<file path="src/rtl/inv_test_sequencer_if.sv">
// rtl/inv_test_sequencer_if.sv - control, status and DUT-pin bundle for inv_test_sequencer
//
// Signals:
//   start      run request from the host (level sampled in IDLE)
//   busy       run in progress
//   done       one-cycle end-of-run pulse
//   pass       result of the last completed run
//   err_count  saturating mismatch count, ERR_W bits
//   vec_idx    index of the vector currently applied, VIDX_W bits
//   dut_a      drive to the inverter input A
//   dut_a_not  inverter output A_not
// Modports:
//   master     the sequencer
//   slave      host plus the gate under test
interface inv_test_sequencer_if #(
  parameter int N_VECTORS = 8,
  parameter int ERR_W     = 4
);
  localparam int VIDX_W = $clog2(N_VECTORS);

  logic              start;
  logic              busy;
  logic              done;
  logic              pass;
  logic [ERR_W-1:0]  err_count;
  logic [VIDX_W-1:0] vec_idx;
  logic              dut_a;
  logic              dut_a_not;

  modport master (
    input  start, dut_a_not,
    output busy, done, pass, err_count, vec_idx, dut_a
  );

  modport slave (
    output start, dut_a_not,
    input  busy, done, pass, err_count, vec_idx, dut_a
  );
endinterface

</file>
<file path="src/rtl/inv_test_sequencer.sv">
// rtl/inv_test_sequencer.sv - self-test sequencer for a single-bit inverter under test
//
// Ports:
//   clk    system clock, rising edge
//   rst_n  synchronous active-low reset
//   bus    inv_test_sequencer_if.master: start in, busy/done/pass/err_count/vec_idx out,
//          dut_a out to the gate, dut_a_not in from the gate
//
// A run applies N_VECTORS alternating values (0,1,0,1,...) to the gate, holds each
// for SETTLE_CYC cycles, then spends one SAMPLE cycle comparing A_not against ~A.
// All outputs are registered and updated together with the state.
module inv_test_sequencer #(
  parameter int N_VECTORS  = 8,
  parameter int SETTLE_CYC = 2,
  parameter int ERR_W      = 4,
  localparam int VIDX_W    = $clog2(N_VECTORS)
) (
  input  logic                 clk,
  input  logic                 rst_n,
  inv_test_sequencer_if.master bus
);

  localparam int CNT_W = (SETTLE_CYC > 1) ? $clog2(SETTLE_CYC) : 1;

  localparam logic [VIDX_W-1:0] LAST_IDX = VIDX_W'(N_VECTORS - 1);
  localparam logic [CNT_W-1:0]  LAST_CNT = CNT_W'(SETTLE_CYC - 1);
  localparam logic [ERR_W-1:0]  ERR_MAX  = '1;

  typedef enum logic [1:0] {
    ST_IDLE,
    ST_DRIVE,
    ST_SAMPLE,
    ST_DONE
  } state_t;

  state_t           state;
  logic [CNT_W-1:0] settle_cnt;

  always_ff @(posedge clk) begin
    if (!rst_n) begin
      state         <= ST_IDLE;
      settle_cnt    <= '0;
      bus.dut_a     <= 1'b0;
      bus.busy      <= 1'b0;
      bus.done      <= 1'b0;
      bus.pass      <= 1'b0;
      bus.err_count <= '0;
      bus.vec_idx   <= '0;
    end else begin
      case (state)
        ST_IDLE: begin
          if (bus.start) begin
            state         <= ST_DRIVE;
            settle_cnt    <= '0;
            bus.busy      <= 1'b1;
            bus.pass      <= 1'b0;
            bus.err_count <= '0;
            bus.vec_idx   <= '0;
            bus.dut_a     <= 1'b0;  // vector 0 is always a 0
          end
        end

        ST_DRIVE: begin
          if (settle_cnt == LAST_CNT) begin
            state      <= ST_SAMPLE;
            settle_cnt <= '0;
          end else begin
            settle_cnt <= settle_cnt + 1'b1;
          end
        end

        ST_SAMPLE: begin
          if ((bus.dut_a_not != ~bus.dut_a) && (bus.err_count != ERR_MAX)) begin
            bus.err_count <= bus.err_count + 1'b1;
          end
          if (bus.vec_idx == LAST_IDX) begin
            state    <= ST_DONE;
            bus.busy <= 1'b0;
            bus.done <= 1'b1;
          end else begin
            state       <= ST_DRIVE;
            bus.vec_idx <= bus.vec_idx + 1'b1;
            // dut_a tracks bit 0 of the index, so the next vector is the inverse of this one
            bus.dut_a   <= ~bus.vec_idx[0];
          end
        end

        ST_DONE: begin
          // err_count already carries any increment from the final SAMPLE
          bus.pass  <= (bus.err_count == '0);
          bus.done  <= 1'b0;
          bus.dut_a <= 1'b0;
          state     <= ST_IDLE;
        end

        default: begin
          state    <= ST_IDLE;
          bus.busy <= 1'b0;
          bus.done <= 1'b0;
        end
      endcase
    end
  end

endmodule

</file>
<file path="src/flat_wrapper.sv">
// flat-port wrapper written by rule: the top's interface ports become plain ports
module inv_test_sequencer_flat 
#(
  parameter int N_VECTORS  = 8,
  parameter int SETTLE_CYC = 2,
  parameter int ERR_W      = 4,
  localparam int VIDX_W    = $clog2(N_VECTORS)
)
  (clk, rst_n, bus_start, bus_dut_a_not, bus_busy, bus_done, bus_pass, bus_err_count, bus_vec_idx, bus_dut_a);
  inv_test_sequencer_if #(.N_VECTORS(N_VECTORS), .ERR_W(ERR_W)) bus_i ();
  input  logic clk;
  input  logic rst_n;
  input wire logic [$bits(bus_i.start)-1:0] bus_start;
  input wire logic [$bits(bus_i.dut_a_not)-1:0] bus_dut_a_not;
  output wire logic [$bits(bus_i.busy)-1:0] bus_busy;
  output wire logic [$bits(bus_i.done)-1:0] bus_done;
  output wire logic [$bits(bus_i.pass)-1:0] bus_pass;
  output wire logic [$bits(bus_i.err_count)-1:0] bus_err_count;
  output wire logic [$bits(bus_i.vec_idx)-1:0] bus_vec_idx;
  output wire logic [$bits(bus_i.dut_a)-1:0] bus_dut_a;
  assign bus_i.start = bus_start;
  assign bus_i.dut_a_not = bus_dut_a_not;
  assign bus_busy = bus_i.busy;
  assign bus_done = bus_i.done;
  assign bus_pass = bus_i.pass;
  assign bus_err_count = bus_i.err_count;
  assign bus_vec_idx = bus_i.vec_idx;
  assign bus_dut_a = bus_i.dut_a;
  inv_test_sequencer #(.N_VECTORS(N_VECTORS), .SETTLE_CYC(SETTLE_CYC), .ERR_W(ERR_W)) u_core (.clk(clk), .rst_n(rst_n), .bus(bus_i));
endmodule
</file>
<file path="config.mk">
export PLATFORM = sky130hd
export DESIGN_NAME = inv_test_sequencer_flat
export DESIGN_NICKNAME = d
export VERILOG_FILES = /design/src/rtl/inv_test_sequencer_if.sv /design/src/rtl/inv_test_sequencer.sv /design/src/flat_wrapper.sv
export SDC_FILE = /design/constraint.sdc
export NUM_CORES = 1
export LEC_CHECK = 0
export BUFFER_PORTS_ARGS = -buffer_cell sky130_fd_sc_hd__buf_2
export CAP_MARGIN = 25
export CORE_MARGIN = 3
export CORE_UTILIZATION = 50
export DETAILED_ROUTE_END_ITERATION = 8
export GPL_TIMING_DRIVEN = 0
export PLACE_DENSITY = 0.77
export SYNTH_ARGS = -nofsm -noshare
export SYNTH_HDL_FRONTEND = slang
export SYNTH_SLANG_ARGS = --single-unit
</file>
<file path="constraint.sdc">
create_clock -name clk -period 3.1 [get_ports clk]
set_clock_uncertainty 0.1 [all_clocks]
set_input_delay 0.31 -clock clk [delete_from_list [all_inputs] [get_ports clk]]
set_output_delay 0.31 -clock clk [all_outputs]
set_load 0.01 [all_outputs]
</file>
-- Word level (Yosys, flattened, before mapping)
Cells that the tools add are included.
- flip-flop bits (word level): 14
- logic and storage cells: 61
- bits of input ports: 4
- output and inout port bits: 11
- multiplexer cells: 21
- reduce and logical (&&, ||, !) cells: 16
- eq/ne operators: 11
- bitwise logic cells: 2
- add/subtract/negate cells: 3
- operators by type and width (kind ; number):
    3-bit AND reduction ; 4
    4-bit 2-to-1 mux ; 2
    1-bit case mux with 2 select lines ; 4
    2-bit case mux with 4 select lines ; 1
    4-bit case mux with 2 select lines ; 1
    2-bit AND reduction ; 4
    2-bit nonzero test ; 4
    1-bit 2-to-1 mux ; 6
    2-bit 2-to-1 mux ; 3
    3-bit 2-to-1 mux ; 2
    2-bit by 1-bit inequality test with 1-bit output, second input constant ; 3
    3-bit case mux with 2 select lines ; 1
    4-bit by 1-bit adder with 4-bit output, second input constant ; 1
    2-bit equality test, second input constant ; 2
    4-bit logical NOT ; 1
    2-bit inequality test, second input constant ; 2
    4-bit inequality test, second input constant ; 1
    3-bit by 1-bit adder with 3-bit output, second input constant ; 1
    3-bit equality test, second input constant ; 1
    1-bit case mux with 3 select lines ; 1
    3-bit nonzero test ; 1
    2-bit by 1-bit equality test with 1-bit output, second input constant ; 1
    2-bit logical NOT ; 1
    1-bit NOT ; 2
    3 further kinds ; 3

-- Depth between registers and ports, before layout
- depth in word-level cells: 5
- gate-level depth with buffers: 8
- depth with buffers taken out: 6

-- Least setup slack after synthesis
OpenSTA, ideal clock, no wires.
- path type: register to register
- from: register u_core.state[0]
- to: register u_core.bus.err_count[3]
- data required time: 2.930 ns
- arrival time: 1.529 ns
- path buffers: 2
- library setup time: 0.070 ns
- stages on the path, launching flop included: 8
- period minus slack after synthesis: 1.699 ns
- setup slack: 1.401 ns
- path through: dfxtp_1 > inv_1 > ha_1 > buf_6 > nor2b_4 > buf_6 > or4_1 > a21boi_1
- word-level cells in the longest chain between the ends: 3
- elaborated cells between the ends (all ways): 7
- classes of those cells: 3 x eq/ne; 1 x mux; 3 x reduce/logical
- ends and longest elaborated chain (item ; RTL line ; RTL):
    from (decl) ; inv_test_sequencer.sv:36 ; state_t state;
    from (signal assigned) ; inv_test_sequencer.sv:41 ; state <= ST_IDLE;
    from (signal assigned) ; inv_test_sequencer.sv:53 ; state <= ST_DRIVE;
    from (signal assigned) ; inv_test_sequencer.sv:65 ; state <= ST_SAMPLE;
    2-bit equality test or 2-bit logical NOT (tied branches) ; inv_test_sequencer.sv:50 ; case (state)
    2-bit by 1-bit inequality test with 1-bit output (no source line), or another cell as far along ; -- ;
    3-bit AND reduction (no source line) ; -- ;
    to (signal assigned) ; inv_test_sequencer.sv:74 ; bus.err_count <= bus.err_count + 1'b1;
    to (decl) ; inv_test_sequencer_if.sv:32 ; output busy, done, pass, err_count, vec_idx, dut_a
Parallel ways exist; a longest one is shown, timed or not.
A chain may end at the register's enable or synchronous reset.

-- Worst setup path in the final report
- from: register u_core.state[1]
- to: register u_core.bus.err_count[0]
Same word-level chain as after synthesis.

==> flow_summary.toml <==
[timing]
holdWs_ns = 0.215
final-hold-violation-count = 0
worst_slew_pin_slew_ns = 0.431
final_max_slew_viol_count = 0
layout_setup_ws_ns = 1.23
fin_crit_sh_pct = 60.4
rsz0062_at_grt = "false"
max_freq_mhz = 534
slew_headroom_pct = 71.3
finalSetupViolations = 0
layout_min_cycle_time_ns = 1.87
tns_ns = 0

[synth]
synthTopCellsByArea = "dfxtp_1, ha_1, nor2b_1"
synth_top_area_cell = "dfxtp_1"
synth_cell_types = 36
synth-seq-cells = 14
ys.warnings.count = 0
synth.avg_cell_area_um2 = 8.58
seq_area_frac_synth_pct = 31.7
syn_area_um2 = 883
syn_nets = 115
synth_top_cell_area_share_pct = 31.7
postSynthCellCount = 103

[clock_tree]
ctsResizeCount = 0
clockRootBuffer = "clkbuf_4"
cts.sinks = 14
clock_path_buffers = 2
htreeDepth = 1
cts-hold-fix-buffers = 0
cts_setup_buffers = 0
clk_latency_ns = 0.28
clk_pin_slew_ns = 0.08
cts_tree = "done"
cts-buffers-inserted = 3

[die]
design.die.area_mm2 = 0.00231
initial_core_util_pct = 56.0
ios = 15
core_area_mm2 = 0.00158
die_y_um = 48.0
rows = 14
die_width_um = 48.0

[placement]
io_buffers = 14
dpl.hpwl_mm = 1.29
place_ws_ns = 1.23
routabilityCongestion = 0.825

[outcome]
status = "finished clean"

[power]
total_power_mw = 0.589
peakVddDrop_mv = 0.380
p_leak_nw = 0.438
pwr_density_cell_mw_per_mm2 = 591

[final_layout]
fill_cells = 151
final_common_cell = "buf_2"
antenna_cells = 0
most-common-layout-cells = "buf_2, dfxtp_1, nand2_1"
area_delta_synth_final_pct = 12.7
final_layout_size_suffix_gt1_share_pct = 19.2
final_nets = 134

[route]
dr.first_iter.drc_count = 15
vias = 786
ant_nets = 0
routed_wl_mm = 1.74
drt_first_pass_iters = 4
vias_per_cell = 5.78
drc_errors = 0
wl_per_cell_um = 12.8

[grt]
grt_pass1_wl_mm = 2.73
track_usage_pct = 17.4
grt_max_degree = 11
grt_pass1_vias = 619
grt_overflow = 0
antenna_found_initial = 0

[min_path]
hold_class = "in -> reg"
hold_depth = 2

[critical_path]
end_kind = "register"
required_ns = 3.18
cp_data_arrival_time_ns = 1.95
r2r_cells = 7
crit_path_max_fanout = 8
timing_worst_setup_path_type = "reg -> reg"
start_kind = "register"

[job]
max_cap_violations = 0
[flip-flops by register name, indices dropped and copies added, names as in the netlist]
name / flops
u_core.bus.pass: 1
u_core.bus.done: 1
u_core.bus.dut_a: 1
u_core.bus.err_count: 4
u_core.state: 2
u_core.bus.busy: 1
u_core.settle_cnt: 1
u_core.bus.vec_idx: 3
[synth_stat cells]
cell type,number
a21boi_0,3
a21boi_1,3
a21o_1,1
a21oi_1,5
a22oi_1,2
a2bb2oi_1,1
a31oi_1,2
a41oi_1,1
and2_1,1
and3_1,1
and4_1,1
buf_2,1
buf_6,2
clkbuf_1,1
dfxtp_1,14
ha_1,8
inv_1,5
mux2i_1,2
nand2_1,9
nand2b_1,3
nand3_1,1
nand3b_1,1
nand4_1,3
nor2_1,6
nor2b_1,6
nor2b_4,1
nor3_1,2
nor4_1,1
o21a_1,3
o21ai_0,7
o2bb2ai_1,1
o311a_2,1
or2b_1,1
or3_1,1
or4_1,1
xnor2_2,1
[worst paths after layout]
check,slack [ns],startpoint,endpoint
worst max register to register,1.23,u_core.state[1]$_SDFFE_PN0P_,u_core.bus.err_count[0]$_SDFFE_PN0P_
worst min register to register,0.38,u_core.bus.pass$_SDFFE_PN0P_,u_core.bus.pass$_SDFFE_PN0P_
worst max-delay path,1.23,u_core.state[1]$_SDFFE_PN0P_,u_core.bus.err_count[0]$_SDFFE_PN0P_
worst min-delay path,0.21,rst_n,u_core.bus.vec_idx[0]$_SDFFE_PN0P_
[layout make-up]
| class | instances | area, um2 | area share, % |
|---|---|---|---|
| clock buffers | 3 | 22.5 | 2.26 |
| flip-flops and latches | 14 | 280 | 28.1 |
| plain buffers | 4 | 31.3 | 3.14 |
| multi-input cells | 80 | 553 | 55.5 |
| well taps | 16 | 20.0 | 2.01 |
| repair buffers | 14 | 70.1 | 7.04 |
| inverters | 5 | 18.8 | 1.88 |
[kinds of logic (layout without fill, tap and decap cells)]
group / after synthesis / after routing / synth area share, %
AND/OR/NAND/NOR: 39 / 39 / 24.5
adder cells (fa/ha/maj): 8 / 8 / 11.3
flip-flops: 14 / 14 / 31.7
buffers and inverters: 9 / 26 / 5.66
XOR/XNOR: 1 / 1 / 1.84
AO/OA/AOI/OAI: 30 / 30 / 22.7
multiplexers: 2 / 2 / 2.27
[stage by stage]
step                cell area, um2  instances  util (%)
detailed placement             973        133      61.7
CTS                            996        136      63.2
floorplan                      883        103         -
global placement               973        133      61.7
finish                         996        136      63.2
global route                   996        136      63.2
[worst max-delay path, stage by stage (launching register included)]
cell and delay, ns:
dfxtp_1 0.38, inv_1 0.10, ha_1 0.19, buf_6 0.13
mux2i_1 0.32, a41oi_1 0.14, and4_1 0.25, o21a_1 0.16
[report_power, final]
part           leakage, nW  internal, mW  total, mW  switching, mW
registers            0.114         0.202      0.219         0.0169
logic                0.311         0.121      0.267          0.146
clock network       0.0138        0.0451      0.103         0.0575
total                0.438         0.368      0.589          0.221
[layer usage]
metal	share of wire, %	track usage [%]
met5	0	0
met4	2.2	9.68
met3	2.6	4.51
met2	43	25.6
met1	52	22.8
Power figures use the tool's default switching activity.
